## config.mk

```make
export PLATFORM = sky130hd
export DESIGN_NAME = tri_port_regfile_ctrl
export DESIGN_NICKNAME = d
export VERILOG_FILES = /design/src/rtl/tri_port_regfile_ctrl.sv
export SDC_FILE = /design/constraint.sdc
export NUM_CORES = 1
export LEC_CHECK = 0
export ABC_CLOCK_PERIOD_IN_PS = 2900
export CAP_MARGIN = 20
export CORE_MARGIN = 3
export CORE_UTILIZATION = 37
export CTS_CLUSTER_DIAMETER = 80
export CTS_CLUSTER_SIZE = 10
export DETAILED_ROUTE_END_ITERATION = 7
export HOLD_SLACK_MARGIN = 0.03
export PLACE_DENSITY = 0.8
export SYNTH_ARGS = -nofsm -noshare
export SYNTH_HDL_FRONTEND = slang
export SYNTH_SLANG_ARGS = --single-unit
```

## constraint.sdc

```tcl
create_clock -name clk_in -period 2.9 [get_ports clk_in]
set_clock_uncertainty 0.15 [all_clocks]
set_input_delay 0.58 -clock clk_in [delete_from_list [all_inputs] [get_ports clk_in]]
set_output_delay 0.58 -clock clk_in [all_outputs]
set_load 0.01 [all_outputs]
```

## src/rtl/tri_port_regfile_ctrl.sv

```systemverilog
// tri_port_regfile_ctrl
// Request-side controller for tri_port_regfile. It accepts insert, lookup,
// read and free requests, allocates the lowest free entry on insert, drives
// the regfile read/write/CAM ports, and returns lookup/read results on one
// held response channel.
module tri_port_regfile_ctrl #(
  parameter int SINGLE_ENTRY_SIZE_IN_BITS = 8,
  parameter int NUMBER_ENTRY              = 4
) (
  input  logic                                   clk_in,
  input  logic                                   reset_in,
  // insert request
  input  logic                                   insert_valid_in,
  input  logic [SINGLE_ENTRY_SIZE_IN_BITS-1:0]   insert_data_in,
  output logic                                   insert_ready_out,
  output logic [NUMBER_ENTRY-1:0]                insert_entry_decoded_out,
  // lookup request
  input  logic                                   lookup_valid_in,
  input  logic [SINGLE_ENTRY_SIZE_IN_BITS-1:0]   lookup_key_in,
  output logic                                   lookup_ready_out,
  // read request
  input  logic                                   read_valid_in,
  input  logic [NUMBER_ENTRY-1:0]                read_entry_decoded_in,
  output logic                                   read_ready_out,
  // free request (always accepted)
  input  logic                                   free_valid_in,
  input  logic [NUMBER_ENTRY-1:0]                free_entry_decoded_in,
  // response channel
  output logic                                   resp_valid_out,
  input  logic                                   resp_ready_in,
  output logic                                   resp_hit_out,
  output logic [NUMBER_ENTRY-1:0]                resp_entry_decoded_out,
  output logic [SINGLE_ENTRY_SIZE_IN_BITS-1:0]   resp_data_out,
  output logic [$clog2(NUMBER_ENTRY+1)-1:0]      occupancy_out,
  // regfile ports
  output logic                                   rf_read_en_out,
  output logic                                   rf_write_en_out,
  output logic                                   rf_cam_en_out,
  output logic [NUMBER_ENTRY-1:0]                rf_read_entry_addr_decoded_out,
  output logic [NUMBER_ENTRY-1:0]                rf_write_entry_addr_decoded_out,
  output logic [SINGLE_ENTRY_SIZE_IN_BITS-1:0]   rf_cam_entry_out,
  output logic [SINGLE_ENTRY_SIZE_IN_BITS-1:0]   rf_write_entry_out,
  input  logic [SINGLE_ENTRY_SIZE_IN_BITS-1:0]   rf_read_entry_in,
  input  logic [NUMBER_ENTRY-1:0]                rf_cam_result_decoded_in
);

  localparam int OCC_W = $clog2(NUMBER_ENTRY + 1);
  localparam int DW    = SINGLE_ENTRY_SIZE_IN_BITS;
  localparam int NE    = NUMBER_ENTRY;

  typedef enum logic [1:0] {
    ST_IDLE     = 2'd0,
    ST_CAM_WAIT = 2'd1,
    ST_RD_WAIT  = 2'd2,
    ST_RESP     = 2'd3
  } state_t;

  // Lowest set bit of v as a one-hot vector; zero when v is zero.
  function automatic logic [NE-1:0] lowest_one(input logic [NE-1:0] v);
    logic [NE-1:0] r;
    r = {NE{1'b0}};
    for (int i = NE - 1; i >= 0; i--) begin
      if (v[i]) begin
        r    = {NE{1'b0}};
        r[i] = 1'b1;
      end else begin
        r = r;
      end
    end
    return r;
  endfunction

  // Number of set bits in v.
  function automatic logic [OCC_W-1:0] popcount(input logic [NE-1:0] v);
    logic [OCC_W-1:0] c;
    c = {OCC_W{1'b0}};
    for (int i = 0; i < NE; i++) begin
      c = c + OCC_W'(v[i]);
    end
    return c;
  endfunction

  // State
  state_t           state_q, state_d;
  logic [NE-1:0]    alloc_q, alloc_d;
  logic [OCC_W-1:0] occ_q, occ_d;
  logic [NE-1:0]    rd_addr_q, rd_addr_d;
  logic             resp_valid_q, resp_valid_d;
  logic             resp_hit_q, resp_hit_d;
  logic [NE-1:0]    resp_entry_q, resp_entry_d;
  logic [DW-1:0]    resp_data_q, resp_data_d;

  // Handshake helpers
  logic             insert_ready_s;
  logic             insert_fire_s;
  logic [NE-1:0]    insert_onehot_s;
  logic [NE-1:0]    free_mask_s;
  logic             lookup_ready_s;
  logic             read_ready_s;
  logic             lookup_fire_s;
  logic             read_fire_s;
  logic [NE-1:0]    match_s;

  // Insert side: the write port is independent of the FSM, so only a full
  // alloc vector (or reset) stalls an insert.
  always_comb begin
    free_mask_s     = free_valid_in ? free_entry_decoded_in : {NE{1'b0}};
    insert_ready_s  = ~reset_in & ~(&alloc_q);
    insert_fire_s   = insert_valid_in & insert_ready_s;
    insert_onehot_s = lowest_one(~alloc_q);
    // Allocation uses the pre-edge vector; the chosen bit is clear there, so
    // a same-cycle free can never cancel it.
    alloc_d         = (alloc_q & ~free_mask_s) |
                      (insert_fire_s ? insert_onehot_s : {NE{1'b0}});
    occ_d           = occ_q + OCC_W'(insert_fire_s) - popcount(free_mask_s & alloc_q);
  end

  // Allocation vector and occupancy registers.
  always_ff @(posedge clk_in or posedge reset_in) begin
    if (reset_in) begin
      alloc_q <= {NE{1'b0}};
      occ_q   <= {OCC_W{1'b0}};
    end else begin
      alloc_q <= alloc_d;
      occ_q   <= occ_d;
    end
  end

  // FSM next-state, request readiness and response capture.
  always_comb begin
    state_d        = state_q;
    rd_addr_d      = rd_addr_q;
    resp_valid_d   = resp_valid_q;
    resp_hit_d     = resp_hit_q;
    resp_entry_d   = resp_entry_q;
    resp_data_d    = resp_data_q;
    lookup_ready_s = 1'b0;
    read_ready_s   = 1'b0;
    lookup_fire_s  = 1'b0;
    read_fire_s    = 1'b0;
    // CAM hits are qualified by the vector as it stands after this cycle's free.
    match_s        = rf_cam_result_decoded_in & alloc_q & ~free_mask_s;
    case (state_q)
      ST_IDLE: begin
        lookup_ready_s = ~reset_in;
        read_ready_s   = ~reset_in & ~lookup_valid_in;
        lookup_fire_s  = lookup_valid_in & lookup_ready_s;
        read_fire_s    = read_valid_in & read_ready_s;
        if (lookup_fire_s) begin
          state_d = ST_CAM_WAIT;
        end else if (read_fire_s) begin
          state_d   = ST_RD_WAIT;
          rd_addr_d = read_entry_decoded_in;
        end else begin
          state_d = ST_IDLE;
        end
      end
      ST_CAM_WAIT: begin
        state_d      = ST_RESP;
        resp_valid_d = 1'b1;
        resp_hit_d   = |match_s;
        resp_entry_d = lowest_one(match_s);
        resp_data_d  = {DW{1'b0}};
      end
      ST_RD_WAIT: begin
        state_d      = ST_RESP;
        resp_valid_d = 1'b1;
        resp_hit_d   = |(rd_addr_q & alloc_q);
        resp_entry_d = rd_addr_q;
        resp_data_d  = rf_read_entry_in;
      end
      ST_RESP: begin
        if (resp_ready_in) begin
          state_d      = ST_IDLE;
          resp_valid_d = 1'b0;
        end else begin
          state_d      = ST_RESP;
          resp_valid_d = 1'b1;
        end
      end
      default: begin
        state_d      = ST_IDLE;
        resp_valid_d = 1'b0;
      end
    endcase
  end

  // FSM state, pending read address and held response registers.
  always_ff @(posedge clk_in or posedge reset_in) begin
    if (reset_in) begin
      state_q      <= ST_IDLE;
      rd_addr_q    <= {NE{1'b0}};
      resp_valid_q <= 1'b0;
      resp_hit_q   <= 1'b0;
      resp_entry_q <= {NE{1'b0}};
      resp_data_q  <= {DW{1'b0}};
    end else begin
      state_q      <= state_d;
      rd_addr_q    <= rd_addr_d;
      resp_valid_q <= resp_valid_d;
      resp_hit_q   <= resp_hit_d;
      resp_entry_q <= resp_entry_d;
      resp_data_q  <= resp_data_d;
    end
  end

  // Regfile port drive; address/data buses are zeroed when their enable is low.
  always_comb begin
    rf_write_en_out                 = insert_fire_s;
    rf_write_entry_addr_decoded_out = insert_fire_s ? insert_onehot_s : {NE{1'b0}};
    rf_write_entry_out              = insert_fire_s ? insert_data_in : {DW{1'b0}};
    insert_entry_decoded_out        = insert_fire_s ? insert_onehot_s : {NE{1'b0}};
    rf_cam_en_out                   = lookup_fire_s;
    rf_cam_entry_out                = lookup_fire_s ? lookup_key_in : {DW{1'b0}};
    rf_read_en_out                  = read_fire_s;
    rf_read_entry_addr_decoded_out  = read_fire_s ? read_entry_decoded_in : {NE{1'b0}};
  end

  assign insert_ready_out       = insert_ready_s;
  assign lookup_ready_out       = lookup_ready_s;
  assign read_ready_out         = read_ready_s;
  assign resp_valid_out         = resp_valid_q;
  assign resp_hit_out           = resp_hit_q;
  assign resp_entry_decoded_out = resp_entry_q;
  assign resp_data_out          = resp_data_q;
  assign occupancy_out          = occ_q;

endmodule

```

==> results by group, run 1 <==
Critical path
  • Nature of the critical path endpoint: primary output
  • WS Path Type: input pin to primary output
  • CP most frequent cell: clkdlybuf4s50_1
  • Req. time, crit path: approximately 2.2 ns
  • Crit path max fanout: 9
  • Cell chain of the critical path: clkdlybuf4s50_1 > a41oi_2 > buf_4 > and3_1 > clkdlybuf4s50_1
  • Worst path top cell family by delay: buffers and inverters
  • Critical-path cell with the highest stage delay: clkdlybuf4s50_1
  • Worst EP arrival: approximately 2.1 ns
  • Buf+Inv Stages, Crit Path: 3
  • CP peak stage delay: 0.53 ns
  • Crit start category: input pin

STA
  • RSZ-0062 raised after global routing: false
  • # setup viols final: 0
  • Period minus WS final: approximately 2.8 ns
  • Setup TNS: 0 ns
  • Final hold vios: 0
  • Measured slew at the worst slew-check pin: slightly above 0.5 ns
  • Fin. max-slew vios: 0
  • F_max: 0.355 GHz
  • Max-slew headroom: between 60 and 70%
  • Hold Slack: 0.364 ns
  • Period utilisation layout: a little under 100%

Drt
  • Via count: roughly 1500
  • Post-Route WL: a little under 4000 µm
  • Detail Route Antenna Nets: 0
  • Wire length per cell: 13.1 µm
  • Post-route DRC: 0
  • Via density: between 4 and 5
  • DRT Pass-1 Iters: 4
  • Initial DRC Count: 69

Global routing
  • First-pass GRT wire length: about 6400 µm
  • Via count of the first global-routing pass: 1412
  • Global route overflow: 0
  • Total track usage: between 10% and 20%
  • Largest net degree at the start of global routing: 28
  • Initial antenna violation count: 0

Final layout
  • Most frequent cells in the layout: 73 x clkdlybuf4s50_1, 27 x dfrtp_1, 22 x and3_1
  • Commonest non-fill, non-tap cell in the layout: clkdlybuf4s50_1
  • Layout cells sized above 1: around 11%
  • Core Util, Final: 67.4%
  • Final nets: 306
  • Filler cells: about 340
  • Cell area after layout: 0.00260 mm²
  • P&R area growth vs syn: 67.5%
  • Post-Layout Cell Count: about 300
  • # diodes: 0

Power and ir drop
  • PD cells: between 700 and 800 mW/mm²
  • VDD IR-drop max: roughly 0.36 mV
  • Leak: ~1.3 nW

Placement
  • Placer Congestion: 0.741
  • Placed Cells: 297
  • DP Area: around 0.0025 mm²
  • Number of port buffers: 93
  • Detailed Place HPWL: ~3200 µm

Yosys
  • Synth top area share: between 40 and 50%
  • Leading area contributor after synthesis: dfrtp_1
  • Mapped Area: ~0.0016 mm²
  • Share of async-settable or async-resettable flops after synthesis: 100%
  • Netlist cell types: 33
  • Ys Warns: 0
  • Synthesized net count: approximately 210
  • Flops & latches, synth: 27
  • Area contributors post-synth: dfrtp_1 44%, and3_1 8.9%, ha_1 4.0%, fa_1 3.9%, mux2_4 3.9%
  • Average size of a mapped cell: 9.81 µm²
  • Post-synthesis sequential area ratio: 43.6%
  • Post-synth EDFFs: 0
  • Post-Syn Instances: 158
  • Ys flop type: dfrtp_1

CTS
  • CTS tree: built
  • Post-CTS Hold Buffers: 0
  • TritonCTS buffer count: 3
  • Num Clock Sinks: 27
  • Clk Latency, worst-skew pair: approximately 0.27 ns
  • Root Driver: clkbuf_8
  • Clock transition at path regs: ~0.090 ns
  • CTS HTree Levels: 1
  • Clock tree buffer depth: 2

Floorplanning
  • Boundary Pins: 94
  • Die height: just over 70 µm
  • Die span in x: between 70 and 80 µm
  • Core region area: 0.00385 mm²
  • Die area: approximately 0.0050 mm²
  • Row Count: 22
  • Starting Density: approximately two fifths

Job
  • Max cap viols: 0

Min path
  • Worst hold path type: flop to flop

Run status
  • Status: completed
-- synthesized netlist by cell type (4+ instances only) --
cell	instances
inv_1	13
dfrtp_1	27
and2_1	4
mux2_4	4
clkbuf_1	4
o21ai_0	9
ha_1	5
nand2_1	16
nand3_1	8
nor2b_1	4
nor2_1	4
and3_1	22
buf_4	4
-- metrics by stage --
step	total power, mW	setup WS, ns
final	1.84	0.0818
after global routing	1.99	0.00512
after CTS	1.87	0.0262
after detailed placement	1.66	-0.156
after global placement	1.64	-0.127
after floorplan	1.19	0.130
-- power by group --
group / internal (mW) / total [mW] / switching (mW)
combinational: 0.548 / 0.961 / 0.413
clock: 0.0975 / 0.215 / 0.118
sequential: 0.548 / 0.669 / 0.121
total: 1.19 / 1.84 / 0.651
-- timing repair --
item | CTS | global route
endpoints found under the setup margin | 18 | 2
resized for setup | 22 | 2
buffers inserted | 0 | 1
-- state kept, by name (all words and copies together) (netlist names) --
signal,count
resp_data_out,8
alloc_q,4
rd_addr_q,4
resp_entry_decoded_out,4
occupancy_out,3
state_q,2
resp_hit_out,1
resp_valid_out,1
-- worst reg2reg max path: stages (launching register included) --
cell and delay [ns]:
dfrtp_1 0.49, a41oi_2 0.25, and2_4 0.19, fa_1 0.41, ha_1 0.21, fa_1 0.40
xnor2_1 0.20, xnor2_1 0.14
-- metal layers --
metal / routed length (µm) / vias up / GRT usage, %
li1: - / 732 / -
met2: 1840 / 62 / 25.2
met4: 47 / 0 / 4.38
met3: 344 / 4 / 3.84
met5: 0 / - / 0
met1: 1730 / 672 / 20.3
-- path summary, 6_finish.rpt --
path | end | slack (ns) | depth (start not counted) | from
worst max-delay path | rf_write_entry_out[4] | 0.08 | 5 | reset_in
worst min-delay path | resp_valid_out$_DFFE_PP0P_ | 0.36 | 1 | resp_valid_out$_DFFE_PP0P_
worst max register to register | occupancy_out[2]$_DFF_PP0_ | 0.40 | 7 | alloc_q[0]$_DFF_PP0_
worst min register to register | resp_valid_out$_DFFE_PP0P_ | 0.36 | 1 | resp_valid_out$_DFFE_PP0P_
max in group asynchronous | resp_entry_decoded_out[3]$_DFFE_PP0P_ | 1.61 | 4 | reset_in
min in group asynchronous | rd_addr_q[0]$_DFFE_PP0P_ | 0.74 | 4 | reset_in
-- layout make-up --
| class | instances | area (µm²) | area share, % |
|---|---|---|---|
| repair buffers | 104 | 996 | 38.4 |
| multi-input cells | 106 | 767 | 29.5 |
| flip-flops and latches | 27 | 676 | 26.0 |
| well taps | 48 | 60.1 | 2.31 |
| inverters | 13 | 48.8 | 1.88 |
| clock buffers | 3 | 41.3 | 1.59 |
| clock inverters | 1 | 7.51 | 0.289 |
-- kinds of logic (layout without fill, tap and decap cells) --
logic type / after synthesis / count (layout) / share of synthesized area [%]
compound gates: 23 / 23 / 10.2
buf+inv: 25 / 121 / 7.75
simple gates: 67 / 67 / 24.3
xor+xnor: 3 / 3 / 1.70
flops: 27 / 27 / 43.6
fa+ha+maj: 8 / 8 / 7.91
mux: 5 / 5 / 4.60
Note: power is estimated with default switching activity, not from simulation.
==> inputs of run 2 (changes only) <==
--- a/config.mk
+++ b/config.mk
@@ -12,6 +12,7 @@
 export CTS_CLUSTER_DIAMETER = 80
 export CTS_CLUSTER_SIZE = 10
 export DETAILED_ROUTE_END_ITERATION = 7
+export GPL_TIMING_DRIVEN = 0
 export HOLD_SLACK_MARGIN = 0.03
 export PLACE_DENSITY = 0.8
 export SYNTH_ARGS = -nofsm -noshare
==> results by group, run 2 (synthesis gave the netlist of run 1 again) <==
Final layout
  • Multi-input combinational cell area: roughly 800 µm²
  • # diodes: 0
  • Core Util, Final: approximately 68%
  • Most frequent cells in the layout: 84 x clkdlybuf4s50_1, 27 x dfrtp_1, 22 x and3_1
  • P&R area growth vs syn: 70.0%
  • Cell area after layout: 0.00264 mm²
  • FF+latch area: roughly 680 µm²
  • Filler cells: around 340
  • Commonest non-fill, non-tap cell in the layout: clkdlybuf4s50_1
  • Final nets: 309
  • Post-Layout Cell Count: just over 300
  • Max reg flops: 8
  • Layout cells sized above 1: 12.5%

Drt
  • Post-route DRC: 0
  • Initial DRC Count: 88
  • Wire length per cell: between 10 and 15 µm
  • DRT Pass-1 Iters: 4
  • Via density: 4.94
  • Detail Route Antenna Nets: 0
  • Via count: about 1500
  • Post-Route WL: around 4100 µm

Global routing
  • Global route overflow: 0
  • Total track usage: between 10% and 20%
  • Largest net degree at the start of global routing: 15
  • Initial antenna violation count: 0
  • Via count of the first global-routing pass: around 1500
  • First-pass GRT wire length: roughly 6700 µm

Critical path
  • Crit path max fanout: 5
  • Req. time, crit path: about 2.2 ns
  • Crit start category: input pin
  • Worst EP arrival: ~2.1 ns
  • Nature of the critical path endpoint: primary output
  • WS Path Type: input pin to primary output

STA
  • Setup TNS: 0 ns
  • Max-slew headroom: ~57%
  • RSZ-0062 raised after global routing: false
  • Fin. max-slew vios: 0
  • # setup viols final: 0
  • Measured slew at the worst slew-check pin: between 0.6 and 0.7 ns
  • Period utilisation layout: between 90% and 100%
  • Period minus WS final: about 2.8 ns
  • F_max: 0.355 GHz
  • Final hold vios: 0
  • Hold Slack: 0.369 ns
  • Setup ws final: ~0.079 ns

Placement
  • Placer Congestion: between 0.7 and 0.8
  • Detailed Place HPWL: 3180 µm
  • Placed Cells: about 300
  • Place WS: -1.11 ns
  • Number of port buffers: slightly above 90
  • DP Area: roughly 0.0025 mm²

Floorplanning
  • Core region area: 0.00385 mm²
  • Die span in x: a little over 70 µm
  • Die height: just over 70 µm
  • Starting Density: between 40 and 50%
  • Boundary Pins: between 90 and 100
  • Row Count: 22
  • Die area: about 0.0050 mm²

CTS
  • Num Clock Sinks: 27
  • Clock transition at path regs: 0.09 ns
  • TritonCTS buffer count: 3
  • CTS HTree Levels: 1
  • Post-CTS Hold Buffers: 0
  • Root Driver: clkbuf_8
  • CTS tree: built
  • Clk Latency, worst-skew pair: 0.27 ns
  • Clock tree buffer depth: 2

Min path
  • Worst hold path type: flop to flop

Power and ir drop
  • Leak: 1.24 nW
  • Power Total: between 1.5 and 2 mW
  • PD cells: between 700 and 800 mW/mm²
  • VDD IR-drop max: between 0.3 and 0.4 mV

Run status
  • Status: completed

Job
  • Max cap viols: 0
run 2: cell types whose count changed in the layout (fill, tap and decap cells not counted), sizes merged:
cell / delta
inv: -1
clkdlybuf4s50: +11
clkinvlp: +1
buf: +1
dlymetal6s2s: +2
clkbuf: +4
dlygate4sd2: -15
run 2: final cells by class:
| cell class | instances | area share, % |
|---|---|---|
| Tap cell | 48 | 2.28 |
| Sequential cell | 27 | 25.6 |
| Multi-Input combinational cell | 106 | 29.6 |
| Inverter | 13 | 1.99 |
| Clock buffer | 4 | 1.71 |
| Timing Repair Buffer | 94 | 35.7 |
| Timing Repair inverter | 1 | 0.190 |
| Buffer | 12 | 2.90 |
run 2: worst paths after layout:
check                                           start                                  to  slack (ns)  depth (start not counted)
max in group asynchronous                    reset_in          resp_valid_out$_DFFE_PP0P_        1.74                          2
setup / recovery                             reset_in  rf_write_entry_addr_decoded_out[2]        0.08                          6
setup reg to reg                 alloc_q[0]$_DFF_PP0_          occupancy_out[2]$_DFF_PP0_        0.36                          8
hold reg to reg            resp_valid_out$_DFFE_PP0P_          resp_valid_out$_DFFE_PP0P_        0.37                          1
min in group asynchronous                    reset_in                alloc_q[3]$_DFF_PP0_        0.49                          3
hold / removal             resp_valid_out$_DFFE_PP0P_          resp_valid_out$_DFFE_PP0P_        0.37                          1
run 2: critical path, cell delays in order:
cell and delay, ns:
dlygate4sd2_1 0.35, clkinvlp_4 0.13, nand4_1 0.17, nor2_2 0.20
buf_4 0.13, clkdlybuf4s50_1 0.52
run 2: timing repair:
action                     4_1_cts  5_1_grt
buffers inserted                 2        0
cloned                           1        0
resized for setup               11        8
pin swaps                        0        2
setup endpoints to repair       28       12
run 2: report_power, final:
group / total [mW] / switching [mW] / internal, mW
sequential: 0.669 / 0.120 / 0.549
clock: 0.209 / 0.111 / 0.0983
combinational: 0.995 / 0.431 / 0.563
run 2: layer usage:
layer / vias to the layer above / wire length [µm] / GRT usage (%)
met5: - / 0 / 0
met4: 0 / 55 / 4.38
met3: 6 / 340 / 3.41
met2: 71 / 1920 / 27.3
met1: 695 / 1770 / 20.8
li1: 736 / - / -
==> inputs of run 3 (changes only) <==
==> config.mk (replaced) <==
export PLATFORM = sky130hd
export DESIGN_NAME = tri_port_regfile_ctrl
export DESIGN_NICKNAME = d
export VERILOG_FILES = /design/src/rtl/tri_port_regfile_ctrl.sv
export SDC_FILE = /design/constraint.sdc
export NUM_CORES = 1
export LEC_CHECK = 0
export ABC_CLOCK_PERIOD_IN_PS = 2400
export CAP_MARGIN = 20
export CORE_MARGIN = 3
export CORE_UTILIZATION = 34
export CTS_CLUSTER_DIAMETER = 80
export CTS_CLUSTER_SIZE = 10
export DETAILED_ROUTE_END_ITERATION = 7
export HOLD_SLACK_MARGIN = 0.03
export PLACE_DENSITY = 0.77
export SYNTH_ARGS = -nofsm -noshare
export SYNTH_HDL_FRONTEND = slang
export SYNTH_SLANG_ARGS = --single-unit
==> constraint.sdc (replaced) <==
create_clock -name clk_in -period 2.4 [get_ports clk_in]
set_clock_uncertainty 0.15 [all_clocks]
set_input_delay 0.48 -clock clk_in [delete_from_list [all_inputs] [get_ports clk_in]]
set_output_delay 0.48 -clock clk_in [all_outputs]
set_load 0.01 [all_outputs]
==> results by group, run 3 (synthesis gave the netlist of run 1 again) <==
Floorplanning
  • Core region area: roughly 0.0042 mm²
  • Die area: around 0.0054 mm²
  • Die span in x: approximately 74 µm
  • Die height: 73.5 µm
  • Row Count: 23
  • Boundary Pins: 94
  • Starting Density: between 30 and 40%

Global routing
  • Via count of the first global-routing pass: approximately 1600
  • Met3 Resource Use GR: 3.15%
  • First-pass GRT wire length: a little over 7000 µm
  • Initial antenna violation count: 0
  • Top Usage Layer GRT: met2
  • Global route overflow: 0
  • Grt met2 use: between 20% and 30%
  • Routing usage on met1: between 20% and 30%
  • Largest net degree at the start of global routing: 28
  • Total track usage: between 15 and 20%

Final layout
  • Max reg flops: 8
  • Commonest non-fill, non-tap cell in the layout: clkdlybuf4s50_1
  • Most frequent cells in the layout: 56 x clkdlybuf4s50_1, 26 x dfrtp_1, 22 x dlygate4sd2_1
  • Layout cells sized above 1: 21.6%
  • Final nets: ~320
  • # diodes: 0
  • P&R area growth vs syn: 72.6%
  • Cell area after layout: around 0.0027 mm²

Placement
  • Placer Congestion: roughly 0.74
  • DP Area: around 0.0026 mm²
  • Number of port buffers: 93
  • Detailed Place HPWL: 3360 µm

Min path
  • Worst hold path type: flop to flop
  • Hold path cells: 1

Critical path
  • Crit. path cell count: 7
  • Crit path max fanout: 2
  • CP peak stage delay: between 0.4 and 0.5 ns
  • Worst path top cell family by delay: adder cells
  • Nature of the critical path endpoint: flop
  • Cell chain of the critical path: clkdlybuf4s50_1 > nand3_1 > fa_2 > ha_2 > fa_2 > xnor2_2 > xnor2_1
  • Worst EP arrival: ~2.4 ns
  • Buf+Inv Stages, Crit Path: 1
  • R2R depth: 7
  • CP most frequent cell: fa_2
  • WS Path Type: input pin to flop
  • Crit start category: input pin
  • Critical-path cell with the highest stage delay: fa_2
  • Req. time, crit path: 2.41 ns

CTS
  • CTS HTree Levels: 1
  • Clk Latency, worst-skew pair: ~0.27 ns
  • Clock transition at path regs: 0.09 ns
  • Num Clock Sinks: 27
  • Root Driver: clkbuf_8
  • Clock tree buffer depth: 2
  • CTS tree: built
  • TritonCTS buffer count: 3

Job
  • Max cap viols: 0

STA
  • # setup viols final: 0
  • Period utilisation layout: a little over nine tenths
  • RSZ-0062 raised after global routing: true
  • Final hold vios: 0
  • Max-slew headroom: between 70% and 80%
  • F_max: 0.422 GHz
  • Measured slew at the worst slew-check pin: between 0.3 and 0.4 ns
  • Fin. max-slew vios: 0
  • Period minus WS final: between 2 and 2.5 ns

Power and ir drop
  • Power Total: roughly 2.3 mW
  • Leak: ~1.3 nW
  • PD cells: around 860 mW/mm²
  • VDD IR-drop max: between 0.3 and 0.4 mV

Drt
  • Detail Route Antenna Nets: 0
  • Wire length per cell: about 13 µm
  • Initial DRC Count: between 60 and 70
  • Via count: between 1000 and 1500
  • Post-Route WL: between 4000 and 5000 µm
  • Via density: roughly 4.7
  • Post-route DRC: 0
  • DRT Pass-1 Iters: 4

Run status
  • Status: completed
-- run 3: report_power, final --
group          leakage [nW]  internal, mW  total (mW)  switching [mW]
clock                0.0217         0.118       0.260           0.142
combinational         0.962         0.718        1.25           0.533
sequential            0.338         0.664       0.802           0.138
-- run 3: worst paths after layout --
check	startpoint	slack, ns	endpoint
worst min-delay path	resp_valid_out$_DFFE_PP0P_	0.37	resp_valid_out$_DFFE_PP0P_
worst max register to register	alloc_q[3]$_DFF_PP0_	0.03	occupancy_out[2]$_DFF_PP0_
min in group asynchronous	reset_in	0.43	rd_addr_q[3]$_DFFE_PP0P_
worst max-delay path	free_entry_decoded_in[1]	0.03	occupancy_out[2]$_DFF_PP0_
max in group asynchronous	reset_in	1.40	alloc_q[0]$_DFF_PP0_
worst min register to register	resp_valid_out$_DFFE_PP0P_	0.37	resp_valid_out$_DFFE_PP0P_
-- run 3: area by class of cell --
type / count / area, µm²
Clock inverter: 1 / 7.51
Fill cell: 372 / 1530
Tap cell: 50 / 62.6
Timing Repair Buffer: 114 / 1020
Multi-Input combinational cell: 106 / 813
Sequential cell: 27 / 677
Inverter: 13 / 52.6
Clock buffer: 3 / 41.3
-- run 3: stage by stage --
stage	instances	util [%]	worst slack (ns)	hold WS [ns]	setup TNS (ns)
after CTS	313	63.6	0.00613	0.375	0
after floorplan	158	-	-0.144	0.231	-0.144
after detailed placement	309	62.8	-0.541	0.352	-13.82
after global placement	309	62.8	-0.502	0.345	-12.84
final	314	63.7	0.0284	0.370	0
after global routing	314	63.7	-0.0526	0.411	-0.0526
-- run 3: layer usage --
| layer | wire length [µm] | up-vias |
|---|---|---|
| met2 | 1930 | 71 |
| met5 | 0 | - |
| met3 | 332 | 6 |
| met1 | 1860 | 659 |
| li1 | - | 752 |
| met4 | 65 | 0 |
-- run 3: timing repair --
action,in CTS,in global routing
hold buffers,0,0
pin swaps,4,3
resized for setup,45,31
endpoints found under the setup margin,36,16
buffers inserted,0,1
